**src/rtl/game_tick_engine.sv**
```systemverilog
// game_tick_engine: jump-the-obstacle lane, advanced once per game tick.
// Holds obstacle row, airtime, score and the IDLE/RUN/OVER game FSM.
module game_tick_engine #(
   parameter int AIR_TICKS = 3,
   parameter int MIN_GAP   = 4,
   parameter int SCORE_MAX = 999
) (
   input  logic        CLOCK_50,
   input  logic        RESET,
   input  logic        PULSE_EARLY,
   input  logic        PULSE,
   input  logic        START,
   input  logic        JUMP,
   output logic [15:0] OBSTACLES,
   output logic        AIRBORNE,
   output logic [9:0]  SCORE,
   output logic [1:0]  STATE,
   output logic        TICK_DONE
);

   typedef enum logic [1:0] {
      IDLE = 2'b00,
      RUN  = 2'b01,
      OVER = 2'b10
   } state_t;

   localparam logic [2:0] AIR_W   = 3'(AIR_TICKS);
   localparam logic [4:0] GAP_MIN = 5'(MIN_GAP);
   localparam logic [9:0] S_MAX   = 10'(SCORE_MAX);

   state_t      state, state_d;
   logic [15:0] obs, obs_d, obs_t;
   logic [2:0]  air, air_d, air_t;
   logic [9:0]  score, score_d;
   logic [3:0]  gap, gap_d, gap_t;
   logic [7:0]  lfsr, lfsr_d, lfsr_t;
   logic        jreq, jreq_d;
   logic        start_q;
   logic        tick_done, tick_d;
   logic        start_edge, spawn, hit, clr;

   always_ff @(posedge CLOCK_50 or posedge RESET) begin
      if (RESET) begin
         state     <= IDLE;
         obs       <= '0;
         air       <= '0;
         score     <= '0;
         gap       <= '0;
         lfsr      <= 8'hA5;
         jreq      <= 1'b0;
         start_q   <= 1'b0;
         tick_done <= 1'b0;
      end else begin
         state     <= state_d;
         obs       <= obs_d;
         air       <= air_d;
         score     <= score_d;
         gap       <= gap_d;
         lfsr      <= lfsr_d;
         jreq      <= jreq_d;
         start_q   <= START;
         tick_done <= tick_d;
      end
   end

   // Tick candidates, all derived from the current register values
   always_comb begin
      start_edge = START & ~start_q;
      spawn = (lfsr[2:0] == 3'd0) && ({1'b0, gap} >= GAP_MIN);
      if (spawn)
         gap_t = 4'd0;
      else if (gap == 4'd15)
         gap_t = 4'd15;
      else
         gap_t = gap + 4'd1;
      obs_t = {spawn, obs[15:1]};
      if (air == 3'd0 && jreq)
         air_t = AIR_W;
      else if (air != 3'd0)
         air_t = air - 3'd1;
      else
         air_t = 3'd0;
      hit    = obs_t[0] && (air_t == 3'd0);
      clr    = obs_t[0] && (air_t != 3'd0);
      lfsr_t = {lfsr[6:0], lfsr[7] ^ lfsr[5] ^ lfsr[4] ^ lfsr[3]};
   end

   always_comb begin
      state_d = state;
      obs_d   = obs;
      air_d   = air;
      score_d = score;
      gap_d   = gap;
      lfsr_d  = lfsr;
      jreq_d  = jreq;
      tick_d  = 1'b0;
      unique case (state)
         IDLE, OVER: begin
            // A tick coinciding with the start edge is dropped
            if (start_edge) begin
               state_d = RUN;
               obs_d   = '0;
               air_d   = '0;
               score_d = '0;
               gap_d   = '0;
               jreq_d  = 1'b0;
            end
         end
         RUN: begin
            if (PULSE) begin
               tick_d = 1'b1;
               jreq_d = 1'b0;
               lfsr_d = lfsr_t;
               gap_d  = gap_t;
               obs_d  = obs_t;
               air_d  = air_t;
               if (hit)
                  state_d = OVER;
               else if (clr && score < S_MAX)
                  score_d = score + 10'd1;
            end else if (PULSE_EARLY && JUMP) begin
               jreq_d = 1'b1;
            end
         end
         default: state_d = IDLE;
      endcase
   end

   assign OBSTACLES = obs;
   assign AIRBORNE  = (air != 3'd0);
   assign SCORE     = score;
   assign STATE     = state;
   assign TICK_DONE = tick_done;

endmodule

```
**config.mk**
```make
export PLATFORM = sky130hd
export DESIGN_NAME = game_tick_engine
export DESIGN_NICKNAME = d
export VERILOG_FILES = /design/src/rtl/game_tick_engine.sv
export SDC_FILE = /design/constraint.sdc
export NUM_CORES = 1
export LEC_CHECK = 0
export ABC_CLOCK_PERIOD_IN_PS = 3100
export BUFFER_PORTS_ARGS = -buffer_cell sky130_fd_sc_hd__buf_2
export CORE_ASPECT_RATIO = 0.6
export CORE_UTILIZATION = 35
export DETAILED_ROUTE_END_ITERATION = 8
export MAX_ROUTING_LAYER = met4
export PLACE_DENSITY = 0.53
export SLEW_MARGIN = 20
export SYNTH_ARGS = -nofsm -noshare
export SYNTH_HDL_FRONTEND = slang
export SYNTH_SLANG_ARGS = --single-unit
```
**constraint.sdc**
```tcl
create_clock -name CLOCK_50 -period 3.1 [get_ports CLOCK_50]
set_input_delay 0.93 -clock CLOCK_50 [delete_from_list [all_inputs] [get_ports CLOCK_50]]
set_output_delay 0.93 -clock CLOCK_50 [all_outputs]
set_load 0.02 [all_outputs]
```
Yosys cells after proc, flatten, opt, wreduce, memory -nomap -nowiden:

Cells that the tools add are included.

* logic and storage cells: 75
* input bits: 6
* register bits after elaboration: 46
* output and inout bits: 30

* reductions and logical operators: 19
* muxes and demuxes: 28
* eq/ne operators: 9
* add/subtract/negate cells: 3
* order comparisons: 2
* bitwise logic cells: 5

Operators by type and width (count)
* two-way mux 10 bit: 4
* two-way mux 16 bit: 2
* one-hot mux 16 bit (2 select lines): 1
* one-hot mux 10 bit (2 select lines): 1
* two-way mux 4 bit: 4
* two-way mux 3 bit: 4
* adder 10 x 1 -> 10 bit, second input constant: 1
* less-than comparator 10 bit, second input constant: 1
* != test 2 bit, second input constant: 5
* logical NOT 3 bit: 3
* AND reduction 3 bit: 3
* one-hot mux 4 bit (2 select lines): 1
* logical AND 1 bit: 6
* two-way mux 2 bit: 3
* one-hot mux 3 bit (2 select lines): 1
* nonzero test 3 bit: 2
* two-way mux 1 bit: 5
* AND reduction 5 bit: 1
* adder 4 x 1 -> 4 bit, second input constant: 1
* equality test 4 bit, second input constant: 1
* greater-or-equal comparator 4 x 3 -> 1 bit, second input constant: 1
* one-hot mux 2 bit (2 select lines): 1
* != test 3 bit, second input constant: 1
* subtractor 3 x 1 -> 3 bit, second input constant: 1
* other kinds (10): 12

Longest topological paths before layout:

* word-level depth: 10
* depth in mapped cells: 8
* depth with buffers taken out: 8

Worst setup path after synthesis:

No wires, ideal clock.

* kind: input to register
* start point: input START
* end point: register score[7] (netlist: SCORE[7])
* arrival time: 1897 ps
* stages: 4
* library setup time: 123 ps
* buffers on the path: 0
* data required time: 2977 ps
* slack: 1080 ps
* cell sequence: nor3b_2 nor2_2 or4b_4 mux2i_1

* word-level cells in the longest chain between the ends: 3

RTL lines
* start: declaration: line 12 `input logic START,`
* AND 1 bit: line 68 `start_edge = START & ~start_q;`
* != test 2 bit (no line)
* AND reduction 5 bit (no line)
* end signal: assignment: line 57 `score <= score_d;`
* end: declaration: line 34 `logic [9:0] score, score_d;`

Every way passes these cells.
A chain may end at the register's enable or synchronous reset.

Final worst setup path:

* start point: register air[0]
* end point: output AIRBORNE

* word-level cells in the longest chain between the ends: 1

RTL lines
* start: declaration: line 33 `logic [2:0] air, air_d, air_t;`
* start signal: assignment: line 56 `air <= air_d;`
* nonzero test 3 bit: line 130 `assign AIRBORNE = (air != 3'd0);`
* end: declaration: line 15 `output logic AIRBORNE,`

Every way passes these cells.

==> results.md <==
| Group | Result | Value |
| --- | --- | --- |
| outcome | Status | complete, no violations |
| detailed routing | 1st-iter DRT viols | 128 |
| synthesis | Mux share of post-synthesis cell area | 2.85% |
| worst hold path | Worst min-delay path category | flop to flop |
| die | Horizontal extent of the die | 102 um |
| synthesis | Number of enable flip-flop cells after synthesis | 0 |
| power and ir drop | Flop pwr share | 42.7% |
| power and ir drop | Fraction of power spent switching nets | 39.2% |
| power and ir drop | Gate power share | 36.1% |
| sta | Pin slew with the least headroom to its limit | 930 ps |
| die | DIE AREA | 0.00635 sq mm |
| sta | Final hold vios | 0 |
| run | Reported max-cap violation count | 0 |
| synthesis | Dominant combinational cell family by area after synthesis | simple AND/OR/NAND/NOR gates |
| synthesis | Number of synthesis warnings | 0 |
| die | Site Rows | 21 |
| clocking | Later-pin clock latency in the skew report | 300 ps |
| synthesis | Area fraction in compound gates after synthesis | 17.0% |
| detailed routing | Vias after detailed routing | 1630 |
| power and ir drop | Psw | 829 uW |
| synthesis | Post-synthesis adder-cell area fraction | 2.97% |
| sta | RSZ-0062 raised after global routing | no |
| die | Overall die height | 62.1 um |
| global route | Maximum number of pins on one net before global-route repair | 31 |
| sta | Fin crit period | 2390 ps |
| synthesis | Syn Nets | 208 |
| sta | Hold Slack | 474 ps |
| sta | Final Cycle Share | 77.0% |
| detailed routing | Final routed DRC violation total | 0 |
| power and ir drop | Clock share of power | 21.2% |
| layout | Number of fillers in the final layout | 574 |
| synthesis | Synth top area cells | sky130_fd_sc_hd__dfrtp_1 50%, sky130_fd_sc_hd__a22o_1 6.6%, sky130_fd_sc_hd__nand2_1 6.0% |
| layout | Number of nets in the layout | 247 |
| worst setup path | CP max stage delay | 420 ps |
| layout | FF+latch area | 0.00116 sq mm |
| clocking | Clock buffers created by TritonCTS | 5 |
| global route | Global router's overall resource usage | 17.0% |
| worst setup path | Cell type of the slowest stage on the worst timing path | sky130_fd_sc_hd__dfrtp_1 |
| sta | Setup_tns | 0 ps |
| worst setup path | Worst Path Required | 2170 ps |
| power and ir drop | Power per Cell Area | 847 mW/mm^2 |
| synthesis | Share of flip-flops with an asynchronous set or reset after synthesis | 100% |
| die | Core Box Area | 0.00570 sq mm |
| worst setup path | Crit path capture | AIRBORNE |
| detailed routing | Count of nets left with antenna violations after detail routing | 0 |
| sta | Highest attainable clock frequency | 419 MHz |
| global route | First-pass GRT wire length | 7930 um |
| sta | Final worst setup slack | 714 ps |
| worst setup path | Depth of the worst register-to-register path | 7 |
| clocking | CTS Root Cell | sky130_fd_sc_hd__clkbuf_8 |
| sta | Max-slew violations | 0 |
| synthesis | Synthesized-area fraction occupied by xor and xnor cells | 1.25% |
| clocking | Post-CTS resize count | 0 |
| worst setup path | Peak fanout along the critical path | 6 |
| synthesis | Cells after Synth | 197 |
| worst setup path | Flop-to-flop setup slack | 920 ps |
| place | DPL Wire Length | 3340 um |
| synthesis | Post-synth top cells | 42 x sky130_fd_sc_hd__dfrtp_1, 34 x sky130_fd_sc_hd__nand2_1, 16 x sky130_fd_sc_hd__a22o_1, 10 x sky130_fd_sc_hd__inv_1 |
| detailed routing | Final Routed Wirelength | 4760 um |
| worst setup path | CP cell instances | inv_1 -> ha_1 -> ha_1 -> inv_1 -> buf_2 |
| worst setup path | Sort of element at the start of the critical path | flop |
| power and ir drop | Int Power | 1290 uW |
| worst setup path | Critical path arrival | 1460 ps |
| detailed routing | Final routed wire length divided by cell count | 15.0 um |
| sta | Number of failing setup endpoints in the final timing report | 0 |
| synthesis | Post-synth top area share | 49.8% |
| worst setup path | Type of the worst setup path | flop to output port |
| place | GPL Wtd Cong | 0.778 |
| global route | Initial antenna violation count | 0 |
| power and ir drop | Leakage dissipation | 0.00129 uW |
| worst setup path | Worst Setup SP | air[0] |
| layout | Multi-input combinational cell area | 883 sq um |
| layout | Area growth from synthesis to final layout | 18.3% |
| clocking | Clk slew on worst S/H paths | 90 ps |
| power and ir drop | Maximum resistive drop on vdd | 0.266 mV |
| sta | Max-slew headroom at the worst pin | 37.2% |
| clocking | CTS tree | done |
| synthesis | Most used standard cell by instance count after synthesis | sky130_fd_sc_hd__dfrtp_1 |
| global route | GRT Residual Overflow | 0 |
| detailed routing | Pre-antenna DRT Iters | 4 |
| die | Initial core utilization | 37.0% |
| synthesis | Post-synthesis cell type with the largest combined area | sky130_fd_sc_hd__dfrtp_1 |
| synthesis | Number of synthesized register bits | 46 |
| worst setup path | Source of the worst register-to-register timing path | air[0] |
| detailed routing | Via-to-Cell Ratio | 5.14 |
| sta | Skew final | 8.98 ps |
| layout | Number of antenna cells inserted | 0 |
| global route | Number of global-route vias before repair | 1458 |
| layout | Fraction of layout instances using a drive strength above 1 | 24.9% |
| synthesis | Total standard cell area after synthesis | 0.00211 sq mm |
| clocking | Buffer levels on the longest clock path | 2 |
| clocking | H-tree levels | 2 |
| worst setup path | Element type at the critical path end | output port |
| synthesis | Number of distinct library cell variants in the gate-level netlist after synthesis | 42 |
| place | Worst setup slack before clock tree synthesis | 638 ps |
| synthesis | Synthesized area per cell | 10.7 sq um |
| clocking | Post-cts hold buffer count | 0 |
| clocking | Number of setup buffers added after CTS | 0 |
| synthesis | Primary FF master, synth | sky130_fd_sc_hd__dfrtp_1 |
| clocking | Number of sinks handled by clock tree synthesis | 46 |
| place | Port-buffer cells | 35 |
| synthesis | Simple logic cell fraction of the synthesized area | 17.9% |
| worst setup path | Critical register-to-register path endpoint | SCORE[7] |
| synthesis | Post-synthesis sequential area ratio | 54.8% |
| die | Number of ports placed on the die boundary | 36 |
how the worst min path moves through the flow:
stage | to | cells past startpoint | startpoint
global route | lfsr[7] | 2 | lfsr[7]
global placement | lfsr[7] | 2 | lfsr[7]
detailed placement | lfsr[6] | 2 | lfsr[6]
floorplan | lfsr[7] | 2 | lfsr[6]
CTS | lfsr[7] | 2 | lfsr[7]
finish | lfsr[7] | 2 | lfsr[7]
cell type report:
type	instances	share of cell area, %
tap	80	4.01
clock inverter	3	1.60
sequential	46	46.3
clock buffer	5	2.76
multi-input combinational	133	35.4
inverter	11	1.70
timing repair buffer	39	8.22
cell families after synthesis:
group / Yosys count
xor+xnor: 3
compound gates: 46
mux: 6
flops: 46
buf+inv: 18
fa+ha+maj: 5
simple gates: 73
state kept, by name, indices dropped and copies added, names as in the netlist:
signal,flops
OBSTACLES,16
SCORE,10
STATE,2
TICK_DONE,1
air,3
gap,4
jreq,1
lfsr,8
start_q,1
worst max-delay path: cells and delay by family (launching register included):
kind / cells / cell delay [ps]
adders and majority gates: 2 / 460
buffers and inverters: 3 / 280
DFF: 1 / 420
cell usage in the layout (no fill, tap or decap), drive strengths merged, types with 2 or more instances in the layout:
cell / n
xnor2: 3
mux2i: 6
a21o: 3
nand3b: 2
nand2: 34
o31ai: 2
a32o: 2
a31oi: 2
o21a: 2
o21ai: 7
inv: 10
clkbuf: 5
dfrtp: 42
ha: 5
nand4: 4
clkinv: 3
nand3: 7
o41ai: 2
or4: 3
nand2b: 7
a21oi: 4
nor2: 8
buf: 39
dfstp: 4
a22o: 16
layer usage:
metal | up-vias | part of all wire [%] | GRT usage [%]
li1 | 790 | - | -
met5 | - | 0 | -
met2 | 34 | 38 | 19.1
met1 | 804 | 56 | 28.4
met4 | 0 | 0.44 | 4.82
met3 | 2 | 5.4 | 4.05
stage by stage:
step                cell area [sq um]  power, uW  instances  utilization (%)
floorplan                        2110       1420        197                -
global placement                 2390       1680        309             41.9
detailed placement               2390       1680        309             41.9
CTS                              2500       2140        317             43.8
global route                     2500       2270        317             43.8
finish                           2500       2110        317             43.8
power by group through the flow:
stage | combinational [uW] | sequential (uW) | clock (uW)
6_report | 763 | 903 | 448
5_1_grt | 841 | 935 | 491
4_1_cts | 770 | 907 | 461
3_5_place_dp | 766 | 917 | 0
3_3_place_gp | 767 | 914 | 0
2_1_floorplan | 391 | 1030 | 0
Note: power is estimated with default switching activity, not from simulation.
